### src/rtl/up_dn_cmd_gen.sv
`default_nettype none
// ============================================================================
//  Module      : up_dn_cmd_gen
//  Description : Turns three raw push buttons (up, down, load) into clean
//                single-cycle Load/Up/Down command pulses for a 5-bit
//                up/down counter. It synchronizes and debounces each button,
//                auto-repeats a held Up/Down button, and suppresses Up at the
//                counter's maximum and Down at its minimum.
//  Revision    : 1.0 - initial release
// ============================================================================
module up_dn_cmd_gen #(
    parameter int DB_CYCLES = 4,
    parameter int RPT_DELAY = 16,
    parameter int RPT_RATE  = 4
) (
    input  logic       CLK,
    input  logic       RST,
    input  logic       Btn_Up,
    input  logic       Btn_Dn,
    input  logic       Btn_Ld,
    input  logic [4:0] IN_Sw,
    input  logic       High,
    input  logic       Low,
    output logic [4:0] IN,
    output logic       Load,
    output logic       Up,
    output logic       Down
);

    // Button slots in the internal 3-bit vectors
    localparam int c_BTN_UP = 0;
    localparam int c_BTN_DN = 1;
    localparam int c_BTN_LD = 2;

    // The debounce counter only ever has to reach DB_CYCLES-1
    localparam int c_CNT_W = (DB_CYCLES > 1) ? $clog2(DB_CYCLES) : 1;
    localparam logic [c_CNT_W-1:0] c_DB_LAST = c_CNT_W'(DB_CYCLES - 1);

    // Repeat timer sized so the larger interval fits without wrapping
    localparam int c_TMR_MAX = (RPT_DELAY > RPT_RATE) ? RPT_DELAY : RPT_RATE;
    localparam int c_TMR_W   = $clog2(c_TMR_MAX + 1);
    localparam logic [c_TMR_W-1:0] c_DLY_LAST = c_TMR_W'(RPT_DELAY - 1);
    localparam logic [c_TMR_W-1:0] c_RATE_LAST = c_TMR_W'(RPT_RATE - 1);

    // Command FSM encoding
    localparam logic [1:0] c_IDLE     = 2'd0;
    localparam logic [1:0] c_HOLD_DLY = 2'd1;
    localparam logic [1:0] c_REPEAT   = 2'd2;

    logic [2:0] w_raw;
    logic [2:0] w_deb;
    logic [2:0] w_press;
    logic       w_held_lvl;

    logic [1:0]         r_state;
    logic               r_dir_dn;
    logic [c_TMR_W-1:0] r_timer;
    logic [4:0]         r_in;
    logic               r_load;
    logic               r_up;
    logic               r_down;

    assign w_raw = {Btn_Ld, Btn_Dn, Btn_Up};

    for (genvar gi = 0; gi < 3; gi++) begin : g_btn
        logic               r_sync1;
        logic               r_sync2;
        logic               r_deb;
        logic               r_deb_prev;
        logic [c_CNT_W-1:0] r_cnt;

        // Two-flop synchronizer, then a level debouncer: the accepted level
        // flips only after DB_CYCLES consecutive disagreeing samples.
        always_ff @(posedge CLK or negedge RST) begin
            if (!RST) begin
                r_sync1    <= 1'b0;
                r_sync2    <= 1'b0;
                r_deb      <= 1'b0;
                r_deb_prev <= 1'b0;
                r_cnt      <= '0;
            end else begin
                r_sync1    <= w_raw[gi];
                r_sync2    <= r_sync1;
                r_deb_prev <= r_deb;
                if (r_sync2 == r_deb) begin
                    r_cnt <= '0;
                end else if (r_cnt == c_DB_LAST) begin
                    r_deb <= r_sync2;
                    r_cnt <= '0;
                end else begin
                    r_cnt <= r_cnt + 1'b1;
                end
            end
        end

        assign w_deb[gi]   = r_deb;
        // A press is the debounced rising edge; releases are not events
        assign w_press[gi] = r_deb & ~r_deb_prev;
    end

    // Debounced level of whichever direction is currently being repeated
    assign w_held_lvl = r_dir_dn ? w_deb[c_BTN_DN] : w_deb[c_BTN_UP];

    // Command FSM: issues one pulse per press, then auto-repeats a held
    // direction. Limit flags only mask the output, never the FSM timing.
    always_ff @(posedge CLK or negedge RST) begin
        if (!RST) begin
            r_state  <= c_IDLE;
            r_dir_dn <= 1'b0;
            r_timer  <= '0;
            r_in     <= 5'b00000;
            r_load   <= 1'b0;
            r_up     <= 1'b0;
            r_down   <= 1'b0;
        end else begin
            r_load <= 1'b0;
            r_up   <= 1'b0;
            r_down <= 1'b0;
            if (w_press[c_BTN_LD]) begin
                // Load wins over everything and cancels any repeat in flight
                r_load  <= 1'b1;
                r_in    <= IN_Sw;
                r_state <= c_IDLE;
            end else begin
                case (r_state)
                    c_IDLE: begin
                        if (w_press[c_BTN_DN]) begin
                            r_down   <= ~Low;
                            r_dir_dn <= 1'b1;
                            r_timer  <= '0;
                            r_state  <= c_HOLD_DLY;
                        end else if (w_press[c_BTN_UP]) begin
                            r_up     <= ~High;
                            r_dir_dn <= 1'b0;
                            r_timer  <= '0;
                            r_state  <= c_HOLD_DLY;
                        end
                    end
                    c_HOLD_DLY, c_REPEAT: begin
                        if (!w_held_lvl) begin
                            r_state <= c_IDLE;
                        end else if (r_timer == ((r_state == c_HOLD_DLY) ?
                                                 c_DLY_LAST : c_RATE_LAST)) begin
                            if (r_dir_dn) begin
                                r_down <= ~Low;
                            end else begin
                                r_up <= ~High;
                            end
                            r_timer <= '0;
                            r_state <= c_REPEAT;
                        end else begin
                            r_timer <= r_timer + 1'b1;
                        end
                    end
                    default: begin
                        r_state <= c_IDLE;
                    end
                endcase
            end
        end
    end

    assign IN   = r_in;
    assign Load = r_load;
    assign Up   = r_up;
    assign Down = r_down;

endmodule
`default_nettype wire

### config.mk
export PLATFORM = sky130hd
export DESIGN_NAME = up_dn_cmd_gen
export DESIGN_NICKNAME = d
export VERILOG_FILES = /design/src/rtl/up_dn_cmd_gen.sv
export SDC_FILE = /design/constraint.sdc
export NUM_CORES = 1
export LEC_CHECK = 0
export ABC_CLOCK_PERIOD_IN_PS = 2800
export CORE_MARGIN = 2
export CORE_UTILIZATION = 53
export DETAILED_ROUTE_END_ITERATION = 12
export GPL_ROUTABILITY_DRIVEN = 0
export PLACE_DENSITY = 0.75
export REMOVE_ABC_BUFFERS = 1
export SKIP_CTS_REPAIR_TIMING = 1
export SKIP_LAST_GASP = 1
export SLEW_MARGIN = 15
export SYNTH_ARGS = -nofsm -noshare
export SYNTH_HDL_FRONTEND = slang
export SYNTH_SLANG_ARGS = --single-unit
### constraint.sdc
create_clock -name CLK -period 2.8 [get_ports CLK]
set_input_delay 0.56 -clock CLK [delete_from_list [all_inputs] [get_ports CLK]]
set_output_delay 0.56 -clock CLK [all_outputs]
set_load 0.02 [all_outputs]
# Word level (Yosys, flattened, before mapping)
# Cells that the tools add are included.
# Widths: inputs -> output; s select.
[totals] ff_bits=34 out_inout_bits=8 in_bits=12
[classes] bitwise_logic=12 n_mux=35 add_sub_neg=4 n_eq_ne=13 reduce_logical=10
[ops] op="$mux 2" n=11
[ops] op="$mux 5" n=4
[ops] op="$mux 1" n=15
[ops] op="$pmux 5 s2" n=1
[ops] op="$not 1->1" n=9
[ops] op="$eq 2x2->1 const B" n=4
[ops] op="$ne 4x4->1 const B" n=2
[ops] op="$reduce_and 2->1" n=4
[ops] op="$add 2x1->2 const B" n=3
[ops] op="$add 5x1->5 const B" n=1
[ops] op="$eq 5x4->1" n=1
[ops] op="$mux 4" n=1
[ops] op="$pmux 1 s2" n=2
[ops] op="$pmux 2 s2" n=1
[ops] op="$reduce_and 4->1" n=1
[ops] op="$reduce_bool 2->1" n=2
[ops] op="$and 1x1->1" n=3
[ops] op="$eq 1x1->1" n=3
[ops] op="$ne 3x3->1 const B" n=1
[ops] op="$reduce_and 3->1" n=1
[ops] op="$eq 2x1->1 const B" n=1
[ops] op="$logic_not 2->1" n=1
[ops] op="$ne 2x2->1 const B" n=1
[ops] op="$reduce_or 2->1" n=1

# Longest topological paths before layout
# Gate-level depths: netlist of the first run.
[logic_depth] ltp_word=7 mapped_depth=6

# Worst setup path before layout of the first run
# OpenSTA, ideal clock, no wires.
[synth_path] kind="reg2reg" startpoint="reg r_state[0]" endpoint="reg r_up (netlist: Up)" arrival_ps=1820 setup_ps=107 path_buffers=0 stages_incl_launch_ff=6 path_slack_ps=874 path_cell_list="dfrtp_1 > ha_1 > or3_4 > a21oi_4 > or3b_4 > a2111oi_4"
[synth_between] elab_chain_cells=7 elab_cells_between_ends=10
[synth_lines] item="from (decl)" line_no="55" source="logic [1:0] r_state;"
[synth_lines] item="from (signal assigned)" line_no="108" source="r_state <= c_IDLE;"
[synth_lines] item="from (signal assigned)" line_no="123" source="r_state <= c_IDLE;"
[synth_lines] item="from (signal assigned)" line_no="131" source="r_state <= c_HOLD_DLY;"
[synth_lines] item="$eq 2x1->1" line_no="125, 142"
[synth_lines] item="$mux 4" line_no="142" source="end else if (r_timer == ((r_state == c_HOLD_DLY) ?"
[synth_lines] item="$eq 5x4->1" line_no="142"
[synth_lines] item="$mux 1" line_no="142"
[synth_lines] item="$mux 1" line_no="140" source="if (!w_held_lvl) begin"
[synth_lines] item="$pmux 1 s2 (*)" line_no="125" source="case (r_state)"
[synth_lines] item="$mux 1 (*)" line_no="119" source="if (w_press[c_BTN_LD]) begin"
[synth_lines] item="to (signal assigned)" line_no="133" source="r_up <= ~High;"
[synth_lines] item="to (signal assigned)" line_no="147" source="r_up <= ~High;"
[synth_lines] item="to (decl)" line_no="60" source="logic r_up;"
# Every way passes the cells marked *; elsewhere a longest branch is shown, timed or not.
# A chain may end at the register's enable or synchronous reset.

# Final worst setup path of the first run
[layout_path] startpoint="reg r_state[1]" endpoint="reg r_up (netlist: Up)"
# Same word-level chain as after synthesis.

==> impl_metrics.env, run 1 <==
export IMPL_synth_xor_area_frac=0.0176
export IMPL_pin_count=20
export IMPL_cts_buffers=5
export IMPL_max_freq_mhz=490
export IMPL_clkLatencyLatePin_ns=0.33
export IMPL_synth_cell_types=37
export IMPL_grt_pass1_vias=1045
export IMPL_num_fill_cells=212
export IMPL_rows=19
export IMPL_worstMarginPinSlew_ns=0.411
export IMPL_syn_cell_area_mm2=0.00150
export IMPL_setup_violations=0
export IMPL_die_area_mm2=0.00326
export IMPL_syn_area_per_cell_um2=12.1
export IMPL_yosys_warnings=0
export IMPL_core_region_area_mm2=0.00271
export IMPL_setup_tns_ns=0
export IMPL_max_vdd_ir_drop_mv=0.745
export IMPL_grt_ovfl_total=0
export IMPL_postSynthCellCount=124
export IMPL_synthAdderAreaFrac=0.0586
export IMPL_synthSimpleGateAreaFrac=0.166
export IMPL_cp_required_ns=3.04
export IMPL_grtUsageTotal=0.183
export IMPL_report_final_slew_viol_count=0
export IMPL_path_buf_inv=1
export IMPL_worstSetupEndpointType="flip-flop"
export IMPL_critPathSlowestCell="or3b_4"
export IMPL_power_density_mw_per_mm2=950
export IMPL_nets=167
export IMPL_worstReg2RegEnd="Up"
export IMPL_whs_path_depth=0
export IMPL_crit_path_start_kind="flip-flop"
export IMPL_drt_total_wl_um=2470
export IMPL_synth_edf_count=0
export IMPL_clk_pin_slew_ns=0.10
export IMPL_reg2reg_depth=6
export IMPL_diodes=0
export IMPL_min_to="g_btn[2].r_sync2"
export IMPL_drtPass1Iterations=5
export IMPL_grt_start_max_net_pins=35
export IMPL_via_count=976
export IMPL_postRouteAntennaNets=0
export IMPL_r2r_setup_slack_ns=0.76
export IMPL_remaining_drc_errors=0
export IMPL_finalWorstPathRequiredPeriod_ns=2.04
export IMPL_cp_cell_sequence="inv_1 > ha_1 > or3_4 > a21oi_4 > or3b_4 > a2111oi_4"
export IMPL_skew_ns=0.00893
export IMPL_crit_cells=6
export IMPL_clock_sinks=34
export IMPL_cts_tree="done"
export IMPL_rr_startpoint="r_state[1]"
export IMPL_synth_seq_area_share=0.569
export IMPL_initial_core_util=0.552
export IMPL_portBuffers=19
export IMPL_worstPathArrival_ns=2.28
export IMPL_die_h_um=57.1
export IMPL_grt_antenna_before_repair=0
export IMPL_area_growth_pct=17.8
export IMPL_drt_iter0_markers=42
export IMPL_worst_path_max_fanout=9
export IMPL_synth_top_family_by_area="simple AND/OR/NAND/NOR gates"
export IMPL_status="complete, no violations"
export IMPL_maxCapViolCount=0
export IMPL_clockBufferDepth=2
export IMPL_hold_viol=0
export IMPL_synth_seq_cells=34
export IMPL_h_tree_depth=2
export IMPL_whs_ns=0.362
export IMPL_leakagePower_uw=0.000795
export IMPL_ys_flop_type="dfrtp_1"
export IMPL_wire_per_inst_um=13.8
export IMPL_synth_area_mux_share=0.0510
export IMPL_path_class="reg2reg"
export IMPL_worstHoldStart="g_btn[2].r_sync1"
export IMPL_slew_headroom=0.726
export IMPL_synth_compound_area_frac=0.108
export IMPL_via_per_inst=5.45
export IMPL_async_flop_share=1.00
export IMPL_slowest_delay_ns=0.42
export IMPL_cp_top_family="simple AND/OR/NAND/NOR gates"
export IMPL_grt_pass1_wl_um=4470
export IMPL_min_path_type="reg2reg"
export IMPL_die_w_um=57.1
export IMPL_cts_root_buf="clkbuf_4"
export IMPL_hpwl_um=1850
export IMPL_drive_above_1_share=0.128
export IMPL_finalCritPeriodShare=0.729
export IMPL_grt_setup_unrepaired="no"
[synthesized netlist by cell type (3+ instances only)]
master / count / share of area
ha_1: 7 / 0.059
nand3_1: 3 / 0.010
inv_1: 7 / 0.018
dfrtp_1: 34 / 0.57
mux2_2: 5 / 0.038
nor3_1: 3 / 0.010
nor2b_1: 4 / 0.017
nand2b_1: 5 / 0.021
nand2_1: 19 / 0.048
o21ai_0: 3 / 0.010
xnor2_1: 3 / 0.018
nand4_1: 3 / 0.013
[stage by stage]
stage / setup slack, ns / total power [uW] / utilization / std cells / instance area, um^2
global placement: 0.827 / 1420 / 0.632 / 172 / 1710
detailed placement: 0.774 / 1450 / 0.632 / 172 / 1710
finish: 0.758 / 1670 / 0.650 / 179 / 1760
floorplan: 0.873 / 1210 / - / 121 / 1480
global route: 0.634 / 1810 / 0.650 / 179 / 1760
CTS: 0.753 / 1700 / 0.650 / 179 / 1760
[power breakdown]
group | internal, uW | leakage (uW) | total, uW | switching (uW)
sequential | 646 | 0.000428 | 749 | 103
combinational | 314 | 0.000343 | 682 | 368
clock | 93.6 | 0.0000243 | 243 | 150
[sequential cells by signal (all words and copies together), names as in the netlist]
register / cells
g_btn.r_cnt: 6
Load: 1
r_state: 2
r_dir_dn: 1
Down: 1
g_btn.r_sync1: 3
IN: 5
g_btn.r_sync2: 3
g_btn.r_deb_prev: 3
Up: 1
r_timer: 5
g_btn.r_deb: 3
[cell families (layout without fill, tap and decap cells)]
logic type      Yosys count  count (layout)
simple gates             46              46
mux                       7               7
flops                    34              34
xor+xnor                  3               3
compound gates           17              17
buf+inv                  10              34
fa+ha+maj                 7               7
[worst max-delay path by stage]
stage,startpoint,endpoint
CTS,r_state[1],Up
global placement,r_state[0],Up
global route,r_state[1],Up
finish,r_state[1],Up
floorplan,r_state[0],Up
detailed placement,r_state[1],Up
[layout make-up]
class	count	area (um^2)	area share
clock buffers	6	41.3	0.0234
clock inverters	1	7.51	0.00426
inverters	7	26.3	0.0149
multi-input cells	80	599	0.340
flip-flops and latches	34	851	0.483
well taps	31	38.8	0.0220
repair buffers	20	198	0.112
[layout by cell type, fill, tap and decap left out, types with 2 or more instances in the layout]
cell type	netlist	final
dfrtp_1	34	34
ha_1	7	7
xnor2_1	3	3
o21ai_0	3	3
clkbuf_4	0	5
mux2i_1	2	2
nor2b_1	4	4
inv_1	7	7
o31ai_1	2	2
clkdlybuf4s50_1	0	19
nand3_1	3	3
nor3_1	3	3
nand2_1	19	19
mux2_2	5	5
nand4_1	3	3
nand2b_1	5	5
[per-layer routing]
metal	GRT usage	wire, um	vias up
met5	0	0	-
met4	0.120	64	0
li1	-	-	481
met1	0.220	1070	467
met2	0.282	1230	20
met3	0.0590	108	8
(Power assumes the default switching activity.)
==> run 2, diff against run 1 <==
--- a/config.mk
+++ b/config.mk
@@ -5,12 +5,12 @@
 export SDC_FILE = /design/constraint.sdc
 export NUM_CORES = 1
 export LEC_CHECK = 0
-export ABC_CLOCK_PERIOD_IN_PS = 2800
+export ABC_CLOCK_PERIOD_IN_PS = 1800
 export CORE_MARGIN = 2
-export CORE_UTILIZATION = 53
+export CORE_UTILIZATION = 48
 export DETAILED_ROUTE_END_ITERATION = 12
 export GPL_ROUTABILITY_DRIVEN = 0
-export PLACE_DENSITY = 0.75
+export PLACE_DENSITY = 0.72
 export REMOVE_ABC_BUFFERS = 1
 export SKIP_CTS_REPAIR_TIMING = 1
 export SKIP_LAST_GASP = 1
==> constraint.sdc (replaced) <==
create_clock -name CLK -period 1.8 [get_ports CLK]
set_input_delay 0.36 -clock CLK [delete_from_list [all_inputs] [get_ports CLK]]
set_output_delay 0.36 -clock CLK [all_outputs]
set_load 0.02 [all_outputs]
==> run 2 against run 1 <==
Compared with the run above: the run now ends with setup timing left; clock power up 110%; global-route usage grew 0.42 points; flip-flop and latch count unchanged; sequential power increased by 55%; wire length increased by 17%; non-clock buffer count increased by 11; first-iteration DRC count fell by 38%; clock skew about the same; largest cell class unchanged; largest power group is now combinational cells.
==> impl_metrics.env, run 2 (synthesis results as in run 1) <==
export IMPL_status="complete, but fails checks"
export IMPL_violations="setup timing"
export IMPL_top_register="g_btn.r_cnt"
export IMPL_rows=20
export IMPL_placed_cells=184
export IMPL_die_h_um=59.8
export IMPL_rr_startpoint="r_state[0]"
export IMPL_grt_antenna_before_repair=0
export IMPL_combPwrFrac=0.433
export IMPL_power_switching_uw=1060
export IMPL_place_ws_ns=-0.310
export IMPL_grt_setup_unrepaired="yes"
export IMPL_maxCapViolCount=0
export IMPL_hold_viol=0
export IMPL_via_per_inst=5.38
export IMPL_max_vdd_ir_drop_mv=1.14
export IMPL_power_uw=2960
export IMPL_worstSetupEndpointType="flip-flop"
export IMPL_worstMarginPinSlew_ns=0.425
export IMPL_die_area_mm2=0.00358
export IMPL_die_w_um=59.8
export IMPL_mostFrequentLayoutCells="dfrtp_1 (34), nand2_1 (19), clkdlybuf4s50_1 (19)"
export IMPL_report_final_slew_viol_count=0
export IMPL_wire_per_inst_um=15.0
export IMPL_placed_area_mm2=0.00179
export IMPL_setup_violations=1
export IMPL_grtUsageTotal=0.187
export IMPL_r2r_setup_slack_ns=-0.06
export IMPL_final_common_cell="dfrtp_1"
export IMPL_instances_no_fill=193
export IMPL_cp_top_family="simple AND/OR/NAND/NOR gates"
export IMPL_skew_ns=0.00888
export IMPL_cp_cell_sequence="ha_2 > or3_4 > a21oi_4 > or3b_4 > a2111oi_4"
export IMPL_core_region_area_mm2=0.00300
export IMPL_worstPathArrival_ns=2.09
export IMPL_power_density_mw_per_mm2=1540
export IMPL_critPathSlowestCell="dfrtp_1"
export IMPL_portBuffers=19
export IMPL_path_buf_inv=0
export IMPL_largest_register_ffs=6
export IMPL_setup_slack_ns=-0.0596
export IMPL_cts_tree="done"
export IMPL_max_freq_mhz=538
export IMPL_diodes=0
export IMPL_finalCritPeriodShare=1.03
export IMPL_crit_path_start_kind="flip-flop"
export IMPL_grt_start_max_net_pins=35
export IMPL_clkLatencyLatePin_ns=0.33
export IMPL_slowest_delay_ns=0.41
export IMPL_drt_iter0_markers=26
export IMPL_min_to="g_btn[0].r_sync2"
export IMPL_grt_pass1_vias=1089
export IMPL_area_growth_pct=28.5
export IMPL_postRouteAntennaNets=0
export IMPL_clock_sinks=34
export IMPL_grt_pass1_wl_um=4870
export IMPL_h_tree_depth=2
export IMPL_reg2reg_depth=5
export IMPL_setup_tns_ns=-0.0596
export IMPL_worstReg2RegEnd="Up"
export IMPL_drive_above_1_share=0.231
export IMPL_hpwl_um=2080
export IMPL_via_count=1039
export IMPL_worst_path_max_fanout=2
export IMPL_stdcell_area_mm2=0.00192
export IMPL_clk_pin_slew_ns=0.11
export IMPL_min_path_type="reg2reg"
export IMPL_swShare=0.357
export IMPL_grt_ovfl_total=0
export IMPL_cts_buffers=5
export IMPL_initial_core_util=0.498
export IMPL_clockBufferDepth=2
export IMPL_pin_count=20
export IMPL_path_class="reg2reg"
export IMPL_crit_cells=5
export IMPL_cts_root_buf="clkbuf_4"
export IMPL_cp_required_ns=2.03
export IMPL_p_clk_frac=0.174
export IMPL_leakagePower_uw=0.000880
export IMPL_drtPass1Iterations=4
export IMPL_remaining_drc_errors=0
export IMPL_p_int_uw=1900
export IMPL_drt_total_wl_um=2890
export IMPL_whs_path_depth=0
export IMPL_slew_headroom=0.716
export IMPL_power_frac_seq=0.393
export IMPL_finalWorstPathRequiredPeriod_ns=1.86
export IMPL_nets=178
export IMPL_worstHoldStart="g_btn[0].r_sync1"
==> run 2: how the worst max path moves through the flow <==
stage	endpoint	startpoint	slack, ns
after floorplan	Up	r_state[0]	-0.13
after global placement	Up	r_state[0]	-0.02
after detailed placement	Down	r_state[0]	-0.31
after CTS	Down	r_state[0]	-0.32
after global routing	Up	r_state[0]	-0.13
final	Up	r_state[0]	-0.06
==> run 2: layer usage <==
layer | part of all wire | up-vias | GRT usage
li1 | - | 504 | -
met1 | 0.44 | 505 | 0.230
met2 | 0.50 | 26 | 0.304
met3 | 0.047 | 4 | 0.0649
met4 | 0.010 | 0 | 0.0667
met5 | 0 | - | 0
==> run 2: final cells by class <==
type / count / area [um^2]
clock buffer: 8 / 78.8
fill: 221 / 1080
inverter: 7 / 26.3
multi-input combinational: 80 / 639
sequential: 34 / 851
tap: 33 / 41.3
timing repair buffer: 31 / 284
==> run 2: through the flow <==
step	utilization	hold WS (ns)
5_1_grt	0.640	0.362
3_5_place_dp	0.596	0.343
2_1_floorplan	-	0.0644
6_report	0.640	0.354
4_1_cts	0.623	0.361
3_3_place_gp	0.596	0.333
==> run 2: power groups by stage <==
| stage | combinational, uW | sequential, uW | clock (uW) |
|---|---|---|---|
| floorplan | 642 | 1240 | 0 |
| global placement | 1130 | 1160 | 0 |
| detailed placement | 1190 | 1180 | 0 |
| CTS | 1190 | 1160 | 530 |
| global route | 1400 | 1200 | 560 |
| finish | 1280 | 1160 | 515 |
